[config.mk]
export PLATFORM = sky130hd
export DESIGN_NAME = pc_fetch_ctrl
export DESIGN_NICKNAME = d
export VERILOG_FILES = /design/src/rtl/cpu_pkg.sv /design/src/rtl/pc_fetch_ctrl.sv
export SDC_FILE = /design/constraint.sdc
export NUM_CORES = 1
export LEC_CHECK = 0
export ABC_CLOCK_PERIOD_IN_PS = 3180
export CAP_MARGIN = 20
export CORE_ASPECT_RATIO = 1.4
export CORE_UTILIZATION = 41
export DETAILED_ROUTE_END_ITERATION = 8
export GPL_TIMING_DRIVEN = 1
export PLACE_DENSITY = 0.91
export SLEW_MARGIN = 10
export SYNTH_ARGS = -nofsm -noshare
export SYNTH_HDL_FRONTEND = slang
export SYNTH_SLANG_ARGS = --single-unit
export TNS_END_PERCENT = 1
[constraint.sdc]
create_clock -name clk -period 3.18 [get_ports clk]
set_input_delay 0.636 -clock clk [delete_from_list [all_inputs] [get_ports clk]]
set_output_delay 0.636 -clock clk [all_outputs]
set_load 0.01 [all_outputs]
[src/rtl/cpu_pkg.sv]
// Shared CPU definitions: fetch sequencer states, opcode constants, PC width.
package cpu_pkg;

  localparam int unsigned PC_W = 16;

  typedef enum logic [1:0] {
    FETCH = 2'd0,
    WAIT  = 2'd1,
    LATCH = 2'd2,
    EXEC  = 2'd3
  } fetch_state_t;

  localparam logic [3:0] OP_JCOND = 4'h4;
  localparam logic [3:0] OP_BCOND = 4'hC;
  localparam logic [7:0] OP_JAL   = 8'h48;

endpackage

[src/rtl/pc_fetch_ctrl.sv]
// Program counter and instruction-fetch sequencer feeding the PC displacement unit.
// One instruction takes MEM_LAT+2 cycles: FETCH, (MEM_LAT-1) x WAIT, LATCH, EXEC.
import cpu_pkg::*;

module pc_fetch_ctrl #(
  parameter logic [PC_W-1:0] RESET_PC = 16'h0000,
  parameter int unsigned     MEM_LAT  = 1
) (
  input  logic            clk,
  input  logic            reset,
  input  logic            stall,
  input  logic [PC_W-1:0] next_pc,
  input  logic [PC_W-1:0] link_in,
  input  logic [15:0]     mem_rdata,
  output logic [PC_W-1:0] mem_addr,
  output logic            mem_rd,
  output logic [PC_W-1:0] pc_out,
  output logic [15:0]     ir_out,
  output logic [7:0]      op_out,
  output logic [PC_W-1:0] link_out,
  output logic            link_we,
  output logic            instr_done,
  output logic [1:0]      state_out
);

  localparam logic [2:0] CNT_INIT = 3'(MEM_LAT - 1);

  fetch_state_t    state, state_nx;
  logic [2:0]      cnt;
  logic [PC_W-1:0] pc;
  logic [15:0]     ir;
  logic            advance;

  always_ff @(posedge clk) begin
    if (reset) state <= FETCH;
    else       state <= state_nx;
  end

  always_comb begin
    state_nx = state;
    case (state)
      FETCH:   if (!stall) state_nx = (MEM_LAT > 1) ? WAIT : LATCH;
      WAIT:    if (cnt == 3'd1) state_nx = LATCH;
      LATCH:   state_nx = EXEC;
      EXEC:    if (!stall) state_nx = FETCH;
      default: state_nx = FETCH;
    endcase
  end

  // Strobes are gated by reset so they read low during the reset cycle itself.
  always_comb begin
    mem_rd     = 1'b0;
    advance    = 1'b0;
    if (!reset) begin
      mem_rd  = (state == FETCH) && !stall;
      advance = (state == EXEC) && !stall;
    end
    instr_done = advance;
    link_we    = advance && (op_out == OP_JAL);
  end

  always_ff @(posedge clk) begin
    if (reset) begin
      pc       <= RESET_PC;
      ir       <= '0;
      link_out <= '0;
      cnt      <= '0;
    end else begin
      case (state)
        FETCH: if (!stall && (MEM_LAT > 1)) cnt <= CNT_INIT;
        WAIT:  cnt <= cnt - 3'd1;
        LATCH: ir  <= mem_rdata;
        EXEC: begin
          if (!stall) begin
            pc <= next_pc;
            if (op_out == OP_JAL) link_out <= link_in;
          end
        end
        default: ;
      endcase
    end
  end

  assign pc_out    = pc;
  assign mem_addr  = pc;
  assign ir_out    = ir;
  assign op_out    = {ir[15:12], ir[7:4]};
  assign state_out = state;

endmodule

# After elaboration in Yosys (flattened, before gate mapping)
# Index checks and enable logic that the tools add are counted.
# Widths: inputs -> output; s select.
dict set report classes {
  order_cmp 0
  addsub 1
  muxes 6
  multipliers 0
  shifts 0
  n_div 0
  bitwise_logic 1
  reduce_logical 8
  n_eq_ne 8
}
# operator n
set ops {}
lappend ops {{$eq 8x7->1 const B} 1}
lappend ops {{$pmux 2 s4} 1}
lappend ops {{$mux 2} 3}
lappend ops {{$ne 2x2->1 const B} 3}
lappend ops {{$reduce_and 3->1} 2}
lappend ops {{$eq 2x2->1 const B} 2}
lappend ops {{$eq 3x1->1 const B} 1}
lappend ops {{$logic_and 1x1->1} 3}
lappend ops {{$sub 3x1->3 const B} 1}
lappend ops {{$eq 2x1->1 const B} 1}
lappend ops {{$logic_not 2->1} 1}
lappend ops {{$mux 1} 2}
lappend ops {{$reduce_and 2->1} 1}
lappend ops {{$logic_not 1->1} 1}
lappend ops {{$not 1->1} 1}
dict set report totals {
  n_memories 0
  in_bits 51
  mem_bits_ro 0
  ff_bits 53
  latchBits 0
  wordCells 29
  ramBits 0
}

# Longest topological paths before layout
dict set report depth {
  depth_word 4
  ltp_mapped 7
  depth_no_buf 5
}

# Worst setup path after synthesis
# Ideal clock, no wire load.
dict set report synth_path {
  path_kind {input to output}
  start {input port reset}
  end {output port link_we}
  path_stages 4
  t_required_ps 2544
  slack_ps 1171
  arrival_time_ps 1373
  cell_sequence {clkbuf_1 -> clkbuf_1 -> nor2_1 -> and3_1}
}
dict set report synth_between {
  elab_chain_cells 2
}
# item line_no
set synth_lines {}
lappend synth_lines {{start, declared} pc_fetch_ctrl.sv:10} ;# input logic reset,
lappend synth_lines {{$mux 1} pc_fetch_ctrl.sv:54} ;# if (!reset) begin
lappend synth_lines {{net instr_done} pc_fetch_ctrl.sv:22} ;# output logic instr_done,
lappend synth_lines {{$logic_and 1x1->1} pc_fetch_ctrl.sv:59} ;# link_we = advance && (op_out == OP_JAL);
lappend synth_lines {{end, declared} pc_fetch_ctrl.sv:21} ;# output logic link_we,
# The timed path passes the listed nets, and every way through them passes these cells.

# Final worst setup path
dict set report layout_path {
  start {input port stall}
  end {output port link_we}
}
dict set report layout_between {
  elab_chain_cells 4
}
# item line_no
set layout_lines {}
lappend layout_lines {{start, declared} pc_fetch_ctrl.sv:11} ;# input logic stall,
lappend layout_lines {{$logic_not 1->1} -}
lappend layout_lines {{$logic_and 1x1->1} pc_fetch_ctrl.sv:56} ;# advance = (state == EXEC) && !stall;
lappend layout_lines {{$mux 1} pc_fetch_ctrl.sv:54}
lappend layout_lines {{$logic_and 1x1->1} pc_fetch_ctrl.sv:59}
# No other way between the ends.

==> run metrics <==
vias in the first global route=between 1500 and 2000; CTS tree=yes; Worst-Margin Slew=0.599 ns; EDFF count, synth=0; CP startpoint kind=primary input; power consumption=approximately 1.3 mW; Rows=32; GP Congestion=approximately 0.8; Clock Tree Buf Depth=2; crit-path max FO=2; Synth area leader=dfxtp_1; average wire per standard cell=~13 microns; internal power=a little under 1 mW; PortBufs=127; critical path's most frequent cell=clkdlybuf4s50_1; Diodes inserted=0; status=complete, no violations; synth top area cells=dfxtp_1 46%, nand2_1 10%, nand2b_1 9.2%, buf_4 7.8%, a21oi_1 7.1%; hpwl dp=4240 microns; r2r startpoint=ir_out[14]; Initial DRC Count=29; Crit path arrival time=between 2 and 2.5 ns; register share of total power=0.555; hold_buf cts=0; sequential-to-total area share from yosys stat=0.459; core box area=5490 sq um; crit path capture type=output pin; worst-path cell chain=clkdlybuf4s50_1 > nand3b_1 > nor2_1 > and3_1 > clkdlybuf4s50_1; Cells after Synth=270; Fmax=approximately 360 MHz; Final period util=0.876; minimum clock period=2.79 ns; Slew Viols, Final=0; Syn-to-layout area delta=51.1%; post-synthesis average cell area=about 8.6 sq um; Pleak=~1.2 nW; antenna violations before repair=0; final count of negative-setup-slack endpoints=0; Post-synth ARST share=0; Residual DRC=0; most frequent cell after synthesis=nand2_1; Worst-Skew Late Latency=approximately 0.29 ns; I/O pins=approximately 130; gr usage total=0.198; die height=90.9 microns; Sw Share=0.233; clock transition at the registers of the reported paths=~0.08 ns; FILL cells=457; WL final=5680 microns; Die Span X=~65 microns; critical path class=primary input to output pin; # nets final=between 400 and 500; post_cts resized=0; crit path from=stall; Post-CTS Setup Bufs=0; max incr delay on CP=between 0.5 and 0.6 ns; Worst path top cell family by delay=buffers and inverters; Yosys warning total=0; global route overflow=0; Max IR drop VDD=0.238 mV; Clk pwr share=0.277; critical path's slowest cell=clkdlybuf4s50_1; via count=2063; Vias/cell=around 4.7; MaxCap Viol Count=0; Worst Path Buf+Inv=2; CTS sink count=53; power density over the cells=between 300 and 400 nW/um^2; Netlist cell types=26; mapped cell area=around 2300 sq um; root buf cell=clkbuf_8; die footprint=just under 6000 sq um; setup_tns=0 ns; synth cell count leaders=64 x nand2_1, 53 x dfxtp_1, 34 x nand2b_1; Worst EP required=approximately 2.5 ns; Final Hold Fails=0; Yosys top cell area share=0.459; post-synthesis register bit count=53; Antenna Violating Nets Remaining=0; CTS buffer count=5; Initial Util=0.422; ys flop type=dfxtp_1; RSZ-0062 raised after global routing=false; worst hold-check path type=flip-flop to flip-flop; share of cells above drive strength 1=0.0353; DRT Pass-1 Iters=4; largest net degree at the start of global routing=34; Slew HR=0.601; Clock Skews=0.00364 ns; Logic pwr share=0.168; H-tree levels=2; Synthesized Nets=~320; P_sw=around 300 uW; start point of the worst hold path=ir_out[2]; first-pass GRT wire length=about 9100 microns
==> stage by stage <==
stage | utilization | instance area [sq um] | cells | setup WS, ns | hold slack, ns
2_1_floorplan | - | 2310 | 270 | 1.17 | 0.478
3_3_place_gp | 0.621 | 3410 | 427 | 0.376 | 0.441
3_5_place_dp | 0.621 | 3410 | 427 | 0.381 | 0.447
4_1_cts | 0.636 | 3490 | 435 | 0.380 | 0.458
5_1_grt | 0.637 | 3500 | 436 | 0.360 | 0.483
6_report | 0.637 | 3500 | 436 | 0.393 | 0.457
==> path summary, 6_finish.rpt <==
path,end,slack [ns],cells past startpoint
hold / removal,ir_out[2],0.46,2
setup / recovery,link_we,0.39,5
hold reg to reg,ir_out[2],0.46,2
setup reg to reg,link_out[12],1.64,3
==> logic make-up (layout without fill, tap and decap cells) <==
kind of cell | after synthesis | after routing | synth area share
and+or+nand+nor | 115 | 115 | 0.241
DFF | 53 | 53 | 0.459
buffers and inverters | 46 | 144 | 0.132
AOI/OAI and AO/OA | 36 | 36 | 0.0806
muxes | 16 | 16 | 0.0692
adders and majority gates | 2 | 2 | 0.0108
xor gates and xnor gates | 2 | 2 | 0.00757
==> registers in the layout (all words and copies together), names as in the netlist <==
signal     count
cnt            3
mem_addr      16
ir_out        16
link_out      16
state_out      2
==> layout make-up <==
class                      instances  area (sq um)  area share
tap                               68          85.1      0.0243
timing repair buffer             133          1310       0.375
sequential                        53          1060       0.304
multi-input combinational        171           947       0.271
inverter                           3          11.3     0.00322
clock buffer                       8          80.1      0.0229
==> tightest hold or removal path: stages (launching register included) <==
cell	delay, ns
dfxtp_1	0.32
nand2_1	0.05
a21oi_1	0.05
==> cells in the final DEF, fill, tap and decap left out, types with 5 or more instances in the layout <==
cell type        instances
dfxtp_1                 53
nand2_1                 64
buf_4                    6
nor2_1                   6
a21oi_1                 33
clkdlybuf4s50_1        126
mux2i_1                 16
nand2b_1                34
clkbuf_8                 5
==> power groups by stage <==
stage	clock network [mW]	logic, mW	registers [mW]
global route	0.401	0.232	0.707
floorplan	0	0.0925	0.721
global placement	0	0.208	0.717
CTS	0.372	0.213	0.703
finish	0.351	0.212	0.703
detailed placement	0	0.211	0.718
==> metal layers <==
layer / share of wire / global-route usage / wire length, microns
met3: 0.072 / 0.0631 / 410
met4: 0.023 / 0.0815 / 133
met1: 0.42 / 0.233 / 2360
met2: 0.49 / 0.324 / 2780
met5: 0 / 0 / 0
No activity file was read; power rests on OpenSTA's default activity.
